`config.mk`:
```
export PLATFORM = sky130hd
export DESIGN_NAME = rs232_rx_flat
export DESIGN_NICKNAME = d
export VERILOG_FILES = /design/src/rtl/rs232_pkg.sv /design/src/rtl/rs232_rx_if.sv /design/src/rtl/rs232_baud_cnt.sv /design/src/rtl/rs232_rx.sv /design/src/flat_wrapper.sv
export SDC_FILE = /design/constraint.sdc
export NUM_CORES = 1
export LEC_CHECK = 0
export CAP_MARGIN = 15
export CELL_PAD_IN_SITES_DETAIL_PLACEMENT = 0
export CELL_PAD_IN_SITES_GLOBAL_PLACEMENT = 1
export CORE_ASPECT_RATIO = 0.9
export CORE_MARGIN = 10
export CORE_UTILIZATION = 42
export CTS_CLUSTER_DIAMETER = 80
export DETAILED_ROUTE_END_ITERATION = 7
export HOLD_SLACK_MARGIN = 0.02
export PLACE_DENSITY_LB_ADDON = 0.08
export SYNTH_ARGS = -nofsm -noshare
export SYNTH_HDL_FRONTEND = slang
export SYNTH_HIERARCHICAL = 1
export SYNTH_SLANG_ARGS = --single-unit
```
`constraint.sdc`:
```
create_clock -name i_clk -period 2.21 [get_ports i_clk]
set_input_delay 0.442 -clock i_clk [delete_from_list [all_inputs] [get_ports i_clk]]
set_output_delay 0.442 -clock i_clk [all_outputs]
set_load 0.02 [all_outputs]
```
`src/rtl/rs232_pkg.sv`:
```
// ----------------------------------------------------------------------------
// rs232_pkg
// Shared definitions for the RS232 receive and transmit sides.
//
// Contents:
//   DEFAULT_CLKS_PER_BIT : clock cycles per UART bit (50 MHz / 115200 baud)
//   DATA_W               : UART payload width
//   BAUD_CNT_W           : width of the baud counter (covers up to 65535)
//   rs232_state_e        : receiver FSM state encoding
//   even_parity()        : parity bit that makes the total count of ones even
//
// Optional feature macro: RS232_RX_PARITY_EN adds the PARITY state.
// ----------------------------------------------------------------------------
package rs232_pkg;

    localparam int DEFAULT_CLKS_PER_BIT = 434;
    localparam int DATA_W               = 8;
    localparam int BAUD_CNT_W           = 16;

    typedef enum logic [2:0] {
        ST_IDLE   = 3'd0,
        ST_START  = 3'd1,
        ST_DATA   = 3'd2,
`ifdef RS232_RX_PARITY_EN
        ST_PARITY = 3'd3,
`endif
        ST_STOP   = 3'd4
    } rs232_state_e;

    // Even parity: the transmitted parity bit equals the XOR of the data bits.
    function automatic logic even_parity(input logic [DATA_W-1:0] data);
        return ^data;
    endfunction

endpackage

```
`src/rtl/rs232_rx_if.sv`:
```
// ----------------------------------------------------------------------------
// rs232_rx_if
// Bundles the serial line input and the received-byte outputs of rs232_rx.
//
// Signals:
//   i_rx         : serial line, idle high, asynchronous to the receiver clock
//   o_data       : last received byte (held between o_valid pulses)
//   o_valid      : one-cycle pulse, new byte on o_data
//   o_busy       : receiver is inside a frame
//   o_frame_err  : one-cycle pulse, stop bit sampled low
//   o_parity_err : one-cycle pulse, parity mismatch (RS232_RX_PARITY_EN only)
//
// Modports:
//   master : the receiver (consumes i_rx, drives the outputs)
//   slave  : line driver / byte consumer side
//
// Optional feature macro: RS232_RX_PARITY_EN adds o_parity_err.
// ----------------------------------------------------------------------------
interface rs232_rx_if;
    import rs232_pkg::*;

    logic              i_rx;
    logic [DATA_W-1:0] o_data;
    logic              o_valid;
    logic              o_busy;
    logic              o_frame_err;
`ifdef RS232_RX_PARITY_EN
    logic              o_parity_err;

    modport master (
        input  i_rx,
        output o_data,
        output o_valid,
        output o_busy,
        output o_frame_err,
        output o_parity_err
    );

    modport slave (
        output i_rx,
        input  o_data,
        input  o_valid,
        input  o_busy,
        input  o_frame_err,
        input  o_parity_err
    );
`else
    modport master (
        input  i_rx,
        output o_data,
        output o_valid,
        output o_busy,
        output o_frame_err
    );

    modport slave (
        output i_rx,
        input  o_data,
        input  o_valid,
        input  o_busy,
        input  o_frame_err
    );
`endif

endinterface

```
`src/rtl/rs232_baud_cnt.sv`:
```
// ----------------------------------------------------------------------------
// rs232_baud_cnt
// Free-running bit-period counter for the RS232 receiver.
//
// Ports:
//   clk       : system clock, rising edge
//   rst_n     : asynchronous active-low reset
//   load      : reload the counter to 0 (priority over counting)
//   half_tick : counter is on the last cycle of a half bit period
//   full_tick : counter is on the last cycle of a full bit period
//
// The counter wraps from CLKS_PER_BIT-1 to 0, so it never exceeds
// CLKS_PER_BIT-1. The ticks are decodes of the registered count.
// ----------------------------------------------------------------------------
module rs232_baud_cnt
    import rs232_pkg::*;
#(
    parameter int CLKS_PER_BIT = DEFAULT_CLKS_PER_BIT
) (
    input  logic clk,
    input  logic rst_n,
    input  logic load,
    output logic half_tick,
    output logic full_tick
);

    localparam logic [BAUD_CNT_W-1:0] HALF_LAST = BAUD_CNT_W'((CLKS_PER_BIT / 2) - 1);
    localparam logic [BAUD_CNT_W-1:0] FULL_LAST = BAUD_CNT_W'(CLKS_PER_BIT - 1);
    localparam logic [BAUD_CNT_W-1:0] CNT_ONE   = BAUD_CNT_W'(1);

    logic [BAUD_CNT_W-1:0] cnt_r;

    // Bit-period counter: reload on request, otherwise count and wrap.
    always_ff @(posedge clk or negedge rst_n) begin
        if (!rst_n) begin
            cnt_r <= {BAUD_CNT_W{1'b0}};
        end else if (load) begin
            cnt_r <= {BAUD_CNT_W{1'b0}};
        end else if (cnt_r == FULL_LAST) begin
            cnt_r <= {BAUD_CNT_W{1'b0}};
        end else begin
            cnt_r <= cnt_r + CNT_ONE;
        end
    end

    assign half_tick = (cnt_r == HALF_LAST);
    assign full_tick = (cnt_r == FULL_LAST);

endmodule

```
`src/rtl/rs232_rx.sv`:
```
// ----------------------------------------------------------------------------
// rs232_rx
// UART receiver, 8 data bits LSB first, 1 stop bit (optionally even parity).
//
// Parameters:
//   CLKS_PER_BIT : i_clk cycles per bit, legal 4..65535
//
// Ports:
//   i_clk : system clock, rising edge
//   i_rst : asynchronous active-low reset
//   bus   : rs232_rx_if.master (i_rx in; o_data, o_valid, o_busy,
//           o_frame_err and, with parity, o_parity_err out)
//
// Optional feature macro: RS232_RX_PARITY_EN inserts a PARITY state after
// the data bits and drives o_parity_err on a mismatch (byte is dropped).
//
// The line passes through a two-flop synchronizer; a third flop keeps the
// previous synchronized value so only a true 1->0 edge starts a frame and a
// line held low (break) never retriggers. Each frame is sampled mid-bit:
// half a bit after the start edge, then once per bit period.
// ----------------------------------------------------------------------------
module rs232_rx
    import rs232_pkg::*;
#(
    parameter int CLKS_PER_BIT = DEFAULT_CLKS_PER_BIT
) (
    input  logic        i_clk,
    input  logic        i_rst,
    rs232_rx_if.master  bus
);

    localparam int                  BIT_CNT_W = $clog2(DATA_W);
    localparam logic [BIT_CNT_W-1:0] LAST_BIT  = BIT_CNT_W'(DATA_W - 1);
    localparam logic [BIT_CNT_W-1:0] BIT_ONE   = BIT_CNT_W'(1);

    logic                 run_r;
    logic                 rx_meta_r;
    logic                 rx_sync_r;
    logic                 rx_prev_r;
    rs232_state_e         state_r;
    logic [BIT_CNT_W-1:0] bit_cnt_r;
    logic [DATA_W-1:0]    shift_r;
    logic [DATA_W-1:0]    data_r;
    logic                 valid_r;
    logic                 busy_r;
    logic                 frame_err_r;
`ifdef RS232_RX_PARITY_EN
    logic                 parity_err_r;
    logic                 parity_bad_r;
`endif

    logic                 half_tick_s;
    logic                 full_tick_s;
    logic                 sample_s;
    logic                 baud_load_s;
    logic                 fall_edge_s;
    logic                 frame_ok_s;

    // Reset release: the receiver becomes active one clock after i_rst rises.
    always_ff @(posedge i_clk or negedge i_rst) begin
        if (!i_rst) begin
            run_r <= 1'b0;
        end else begin
            run_r <= 1'b1;
        end
    end

    // Line synchronizer plus previous-value flop for falling-edge detection.
    always_ff @(posedge i_clk or negedge i_rst) begin
        if (!i_rst) begin
            rx_meta_r <= 1'b1;
            rx_sync_r <= 1'b1;
            rx_prev_r <= 1'b1;
        end else begin
            rx_meta_r <= bus.i_rx;
            rx_sync_r <= rx_meta_r;
            rx_prev_r <= rx_sync_r;
        end
    end

    assign fall_edge_s = rx_prev_r & ~rx_sync_r;

    // Sample strobe per state; the baud counter is held at 0 in IDLE and
    // reloaded on every sample, so each state starts a fresh bit period.
    always_comb begin
        sample_s = 1'b0;
        case (state_r)
            ST_START:  sample_s = half_tick_s;
            ST_DATA:   sample_s = full_tick_s;
`ifdef RS232_RX_PARITY_EN
            ST_PARITY: sample_s = full_tick_s;
`endif
            ST_STOP:   sample_s = full_tick_s;
            default:   sample_s = 1'b0;
        endcase
        baud_load_s = ~run_r | (state_r == ST_IDLE) | sample_s;
    end

    // A byte is delivered only when nothing upstream of the stop bit failed.
    always_comb begin
`ifdef RS232_RX_PARITY_EN
        frame_ok_s = ~parity_bad_r;
`else
        frame_ok_s = 1'b1;
`endif
    end

    rs232_baud_cnt #(
        .CLKS_PER_BIT (CLKS_PER_BIT)
    ) u_baud_cnt (
        .clk       (i_clk),
        .rst_n     (i_rst),
        .load      (baud_load_s),
        .half_tick (half_tick_s),
        .full_tick (full_tick_s)
    );

    // Receive FSM with registered outputs; busy follows the next state.
    always_ff @(posedge i_clk or negedge i_rst) begin
        if (!i_rst) begin
            state_r      <= ST_IDLE;
            bit_cnt_r    <= {BIT_CNT_W{1'b0}};
            shift_r      <= {DATA_W{1'b0}};
            data_r       <= {DATA_W{1'b0}};
            valid_r      <= 1'b0;
            busy_r       <= 1'b0;
            frame_err_r  <= 1'b0;
`ifdef RS232_RX_PARITY_EN
            parity_err_r <= 1'b0;
            parity_bad_r <= 1'b0;
`endif
        end else if (!run_r) begin
            state_r      <= ST_IDLE;
            valid_r      <= 1'b0;
            busy_r       <= 1'b0;
            frame_err_r  <= 1'b0;
`ifdef RS232_RX_PARITY_EN
            parity_err_r <= 1'b0;
`endif
        end else begin
            valid_r      <= 1'b0;
            frame_err_r  <= 1'b0;
`ifdef RS232_RX_PARITY_EN
            parity_err_r <= 1'b0;
`endif
            case (state_r)
                ST_IDLE: begin
                    if (fall_edge_s) begin
                        state_r      <= ST_START;
                        bit_cnt_r    <= {BIT_CNT_W{1'b0}};
                        busy_r       <= 1'b1;
`ifdef RS232_RX_PARITY_EN
                        parity_bad_r <= 1'b0;
`endif
                    end
                end
                ST_START: begin
                    if (sample_s) begin
                        if (rx_sync_r) begin
                            // Line back high mid start bit: a glitch, drop it.
                            state_r <= ST_IDLE;
                            busy_r  <= 1'b0;
                        end else begin
                            state_r <= ST_DATA;
                        end
                    end
                end
                ST_DATA: begin
                    if (sample_s) begin
                        shift_r   <= {rx_sync_r, shift_r[DATA_W-1:1]};
                        bit_cnt_r <= bit_cnt_r + BIT_ONE;
                        if (bit_cnt_r == LAST_BIT) begin
`ifdef RS232_RX_PARITY_EN
                            state_r <= ST_PARITY;
`else
                            state_r <= ST_STOP;
`endif
                        end
                    end
                end
`ifdef RS232_RX_PARITY_EN
                ST_PARITY: begin
                    if (sample_s) begin
                        state_r <= ST_STOP;
                        if (rx_sync_r != even_parity(shift_r)) begin
                            parity_err_r <= 1'b1;
                            parity_bad_r <= 1'b1;
                        end
                    end
                end
`endif
                ST_STOP: begin
                    if (sample_s) begin
                        // Leave in the sample cycle so a back-to-back start
                        // edge later in the stop bit is still seen.
                        state_r <= ST_IDLE;
                        busy_r  <= 1'b0;
                        if (!rx_sync_r) begin
                            frame_err_r <= 1'b1;
                        end else if (frame_ok_s) begin
                            data_r  <= shift_r;
                            valid_r <= 1'b1;
                        end
                    end
                end
                default: begin
                    state_r <= ST_IDLE;
                    busy_r  <= 1'b0;
                end
            endcase
        end
    end

    assign bus.o_data       = data_r;
    assign bus.o_valid      = valid_r;
    assign bus.o_busy       = busy_r;
    assign bus.o_frame_err  = frame_err_r;
`ifdef RS232_RX_PARITY_EN
    assign bus.o_parity_err = parity_err_r;
`endif

endmodule

```
`src/flat_wrapper.sv`:
```
// flat-port wrapper written by rule: the top's interface ports become plain ports
module rs232_rx_flat import rs232_pkg::*;
#(
    parameter int CLKS_PER_BIT = DEFAULT_CLKS_PER_BIT
)
  (i_clk, i_rst, bus_i_rx, bus_o_data, bus_o_valid, bus_o_busy, bus_o_frame_err);
  rs232_rx_if bus_i ();
  input  logic i_clk;
  input  logic i_rst;
  input wire logic [$bits(bus_i.i_rx)-1:0] bus_i_rx;
  output wire logic [$bits(bus_i.o_data)-1:0] bus_o_data;
  output wire logic [$bits(bus_i.o_valid)-1:0] bus_o_valid;
  output wire logic [$bits(bus_i.o_busy)-1:0] bus_o_busy;
  output wire logic [$bits(bus_i.o_frame_err)-1:0] bus_o_frame_err;
  assign bus_i.i_rx = bus_i_rx;
  assign bus_o_data = bus_i.o_data;
  assign bus_o_valid = bus_i.o_valid;
  assign bus_o_busy = bus_i.o_busy;
  assign bus_o_frame_err = bus_i.o_frame_err;
  rs232_rx #(.CLKS_PER_BIT(CLKS_PER_BIT)) u_core (.i_clk(i_clk), .i_rst(i_rst), .bus(bus_i));
endmodule
```
* Word-level counts from Yosys, hierarchy flattened
Index checks and enable logic that the tools add are counted.
Word-level totals: bits in registers 45, output and inout port bits 11, word-level logic and storage cells 70
Operators by class: add/sub/neg operators 2, eq/ne operators 15, multiplexer cells 28, bitwise logic cells 5, reductions and logical operators 8
Operator list (count):
- 16-bit two-way mux | 2
- 3-bit two-way mux | 8
- 3-bit != test (second input constant) | 6
- 16-bit by 1-bit adder with 16-bit output (second input constant) | 1
- 16-bit by 8-bit equality test with 1-bit output (second input constant) | 1
- 16-bit by 9-bit equality test with 1-bit output (second input constant) | 1
- 1-bit two-way mux | 13
- 3-bit case mux with 4 select lines | 1
- 5-bit AND reduction | 2
- 4-bit AND reduction | 2
- 3-bit equality test (second input constant) | 2
- 3-bit case mux with 2 select lines | 1
- 2-bit by 1-bit != test with 1-bit output (second input constant) | 2
- 1-bit case mux with 4 select lines | 1
- 3-bit by 1-bit adder with 3-bit output (second input constant) | 1
- 3-bit by 1-bit equality test with 1-bit output (second input constant) | 1
- 3-bit by 2-bit equality test with 1-bit output (second input constant) | 1
- 3-bit logical NOT | 1
- 3-bit AND reduction | 1
- 2-bit two-way mux | 1
- 2-bit != test (second input constant) | 1
- 1-bit NOT | 2
- 1-bit OR | 2
- 1-bit case mux with 2 select lines | 1
- 3 further kinds | 3

* Depth between registers and ports, before layout
word-level depth 6, depth in mapped cells 12

* Cells and area by module
The synthesis kept the hierarchy.
Modules (own cells, without submodules):
- rs232_rx | instances 1, cells each 97, area each 1332.5 µm²
- rs232_baud_cnt | instances 1, cells each 92, area each 863.3 µm²

* Least setup slack after synthesis
OpenSTA, ideal clock, no wires.
kind register to register, start register u_core.u_baud_cnt.cnt_r[1], end register u_core.u_baud_cnt.cnt_r[13], setup time 0.119 ns, arrival time 2.125 ns, data required time 2.091 ns, path slack -0.034 ns, stages on the path, launching flop included 13, buffers on the path 3, period minus slack after synthesis 2.244 ns, cells stage by stage dfrtp_1 > inv_1 > ha_1 > nor3b_1 > and4_1 > buf_2 > inv_2 > maj3_1 > o221ai_1 > or2_1 > buf_2 > buf_4 > nor2_1
On the way: cells in the longest elaborated chain, start to end 4, elaborated cells on any way between the ends 7, classes of those cells add/sub: 1; eq/ne: 2; mux: 3; bitwise: 1
Ends and longest elaborated chain:
- start, declared | RTL line rs232_baud_cnt.sv:31 | logic [BAUD_CNT_W-1:0] cnt_r;
- start signal, assigned | RTL line rs232_baud_cnt.sv:36 | cnt_r <= {BAUD_CNT_W{1'b0}};
- start signal, assigned | RTL line rs232_baud_cnt.sv:38 | cnt_r <= {BAUD_CNT_W{1'b0}};
- start signal, assigned | RTL line rs232_baud_cnt.sv:40 | cnt_r <= {BAUD_CNT_W{1'b0}};
- 16-bit by 9-bit equality test with 1-bit output | RTL line rs232_baud_cnt.sv:47 | assign full_tick = (cnt_r == FULL_LAST);
- via u_core.full_tick_s | RTL line rs232_rx.sv:53 | logic full_tick_s;
- 1-bit case mux with 2 select lines | RTL line rs232_rx.sv:87 | case (state_r)
- 1-bit OR | RTL line rs232_rx.sv:96 | baud_load_s = ~run_r | (state_r == ST_IDLE) | sample_s;
- via u_core.baud_load_s | RTL line rs232_rx.sv:55 | logic baud_load_s;
- 16-bit two-way mux | RTL line rs232_baud_cnt.sv:37 | end else if (load) begin
The timed path passes the listed nets, and every way through them passes these cells. A chain may end at the register's enable or synchronous reset.

* Worst setup path in the final report
start register u_core.u_baud_cnt.cnt_r[14], end register u_core.u_baud_cnt.cnt_r[15]
Same word-level chain as after synthesis.

==> flow_summary.ini <==
[power_and_ir_drop]
powerDensity_nw_per_um2 = 535
p_leak_nw = 1.14
ir_drop_mv = 0.266
p_total_mw = 1.40

[cts]
max-clock-path-buffers = 2
cts_hold_buf = 0
htree_levels = 2
clk_pin_slew_ns = 0.09
cts.sinks = 45
cts_tree = done
cts_root_buf = clkbuf_8
insertion_delay_ns = 0.29
cts_made_buffers = 5

[synth]
yosys-top-cells-area = dfrtp_1 (48%), mux2_4 (11%), xnor2_1 (4.4%)
ys_seq_elements = 45
synth.top_cell.area_share_pct = 47.9
synthDistinctLibCells = 43
synth_top_flop_cell = dfrtp_1
async_flop_share_pct = 100
seq_area_frac_synth_pct = 51.5
syn_avg_cell_area_um2 = 11.6
syn_inst = 189
synth_area_leader_cell = dfrtp_1
ys_warn_count = 6
synthesis.nets = 197
synth_edf_count = 0
syn_area_um2 = 2200

[grt]
grt_antenna_before_repair = 0
grt.total_usage_pct = 10.5
first_global_vias = 1448
grtUsageMet1_pct = 13.9
grt_pass1_wl_mm = 6.89
use_met2_pct = 15.7
grt.overflow.total = 0
use_met3_pct = 4.06
grt_busiest_layer = met2
grt_max_degree = 28

[timing]
max_freq_mhz = 478
finalCritPeriodShare_pct = 94.7
setup_violations = 0
period_needed_ns = 2.09
tightest_slew_ns = 0.615
slew_violations = 0
rsz0062_at_grt = no
relSlewSlack_pct = 59.0
setup_tns_ns = 0
fin_ws_ns = 0.117
hold_violations = 0
fin_skew_ns = 0.00750

[die]
die_w_um = 96.2
initial_utilization_pct = 44.3
coreArea_um2 = 4950
dieArea_um2 = 8520
rows = 24
io_pins = 14
die_y_um = 88.6

[placed_design]
io_buffers = 13
place_area_um2 = 2490
dp_hpwl_mm = 3.00
post-place-ws_ns = 0.0663
gp_congestion = 0.830

[layout]
regArea_um2 = 1130
antenna_cells = 0
nets = 226
area_growth_pct = 19.2
drive_gt1_share_pct = 26.0
fillers = 453
multi_input_area_um2 = 990
design_area_um2 = 2620

[critical_path]
end_kind = flip-flop
critPathMaxFanout = 16
cp_top_family = simple AND/OR/NAND/NOR gates
r2r_slack_ns = 0.12
slowest_stage = dfrtp_1
crit_buf_inv = 3
worstPathCellList = nor4_2 > buf_4 > and4_4 > inv_2 > maj3_1 > o221ai_2 > or2_1 > buf_12 > a21oi_1
slowest_delay_ns = 0.42
cp.arrival_ns = 2.26
cp.required_ns = 2.38
worst_setup_path_start_kind = flip-flop
critPathKind = reg2reg

[worst_hold_path]
hp-class = in2async

[detailed_routing]
wl_per_cell_um = 14.7
drtPass1Iterations = 4
drc = 0
ant_nets = 0
detailroute.via_count = 1435
vias_per_cell = 5.05
drtIter0Drc = 63
routed_wl_mm = 4.16

[flow_run]
cap_violations = 0

[status]
status = finished clean
cells in the final DEF, fill, tap and decap left out, types with 4 or more instances in the layout:
master and instances:
buf_4 15, clkbuf_8 5, clkdlybuf4s50_1 12, dfrtp_1 42, ha_1 5, inv_1 11
mux2_4 16, nand2_1 7, nand3_1 10, nand4_1 6, nor2_1 18, nor3_1 5
nor3b_1 5, nor4_1 4, xnor2_1 11
registers in the layout, indices dropped and copies added, names as in the netlist:
register	count
u_core/bus.o_frame_err	1
u_core/bus.o_valid	1
u_core/shift_r	8
u_core/rx_meta_r	1
u_core/rx_sync_r	1
u_core/bus.o_data	8
u_core/bit_cnt_r	3
u_core/u_baud_cnt/cnt_r	16
u_core/rx_prev_r	1
u_core/run_r	1
u_core/bus.o_busy	1
u_core/state_r	3
cells by family (layout without fill, tap and decap cells):
| logic type | Yosys count | after routing | synth area share, % |
|---|---|---|---|
| adders and majority gates | 6 | 6 | 3.30 |
| DFF | 45 | 45 | 51.5 |
| buffers and inverters | 21 | 51 | 4.67 |
| xor gates and xnor gates | 13 | 13 | 5.19 |
| other | 1 | 1 | 0.171 |
| AOI/OAI and AO/OA | 11 | 11 | 3.65 |
| and+or+nand+nor | 76 | 76 | 20.6 |
| muxes | 16 | 16 | 10.9 |
through the flow:
stage	instances	hold slack (ns)	util, %
final	284	0.154	52.8
after global routing	284	0.194	52.8
after floorplan	189	0.146	-
after CTS	282	0.167	52.0
after global placement	274	0.347	50.2
after detailed placement	274	0.349	50.2
worst paths after layout:
| path | start | end | cells after the start |
|---|---|---|---|
| max in group asynchronous | i_rst | u_core/u_baud_cnt/cnt_r[6]$_DFF_PN0_ | 2 |
| setup reg to reg | u_core/u_baud_cnt/cnt_r[14]$_DFF_PN0_ | u_core/u_baud_cnt/cnt_r[15]$_DFF_PN0_ | 9 |
| setup / recovery | u_core/u_baud_cnt/cnt_r[14]$_DFF_PN0_ | u_core/u_baud_cnt/cnt_r[15]$_DFF_PN0_ | 9 |
| min in group i_clk | u_core/rx_meta_r$_DFF_PN1_ | u_core/rx_sync_r$_DFF_PN1_ | 0 |
| hold reg to reg | u_core/rx_meta_r$_DFF_PN1_ | u_core/rx_sync_r$_DFF_PN1_ | 0 |
| hold / removal | i_rst | u_core/bus.o_busy$_DFFE_PN0P_ | 1 |
layout make-up:
cell class              count  share of cell area (%)
repair buffers             30                    10.6
clock inverters             3                   0.813
flip-flops and latches     45                    43.2
inverters                  13                    1.86
clock buffers               5                    2.63
well taps                  65                    3.11
multi-input cells         123                    37.8
power breakdown:
group	internal, mW	switching [mW]
clock	0.224	0.281
sequential	0.832	0.0104
combinational	0.0202	0.0319
total	1.08	0.324
repair_timing:
item / in CTS / in global routing
buffers inserted: 0 / 2
setup endpoints to repair: 0 / 16
endpoints found under the hold margin: 0 / 0
gates resized for setup: 0 / 5
routing by layer:
metal  part of all wire [%]  vias up
met4                    1.1        0
li1                       -      714
met5                      0        -
met2                     44       22
met1                     49      694
met3                    5.6        5
Yosys cell counts, types with 3 or more instances:
| cell | number |
|---|---|
| nand4_1 | 6 |
| nand3_1 | 10 |
| nor2_1 | 18 |
| mux2_4 | 16 |
| dfrtp_1 | 42 |
| inv_1 | 11 |
| nor3b_1 | 6 |
| nor3_1 | 5 |
| dfstp_2 | 3 |
| xnor2_1 | 11 |
| ha_1 | 5 |
| nand2_1 | 7 |
| nor4_1 | 6 |
| buf_2 | 4 |
No activity file was read; power rests on OpenSTA's default activity.
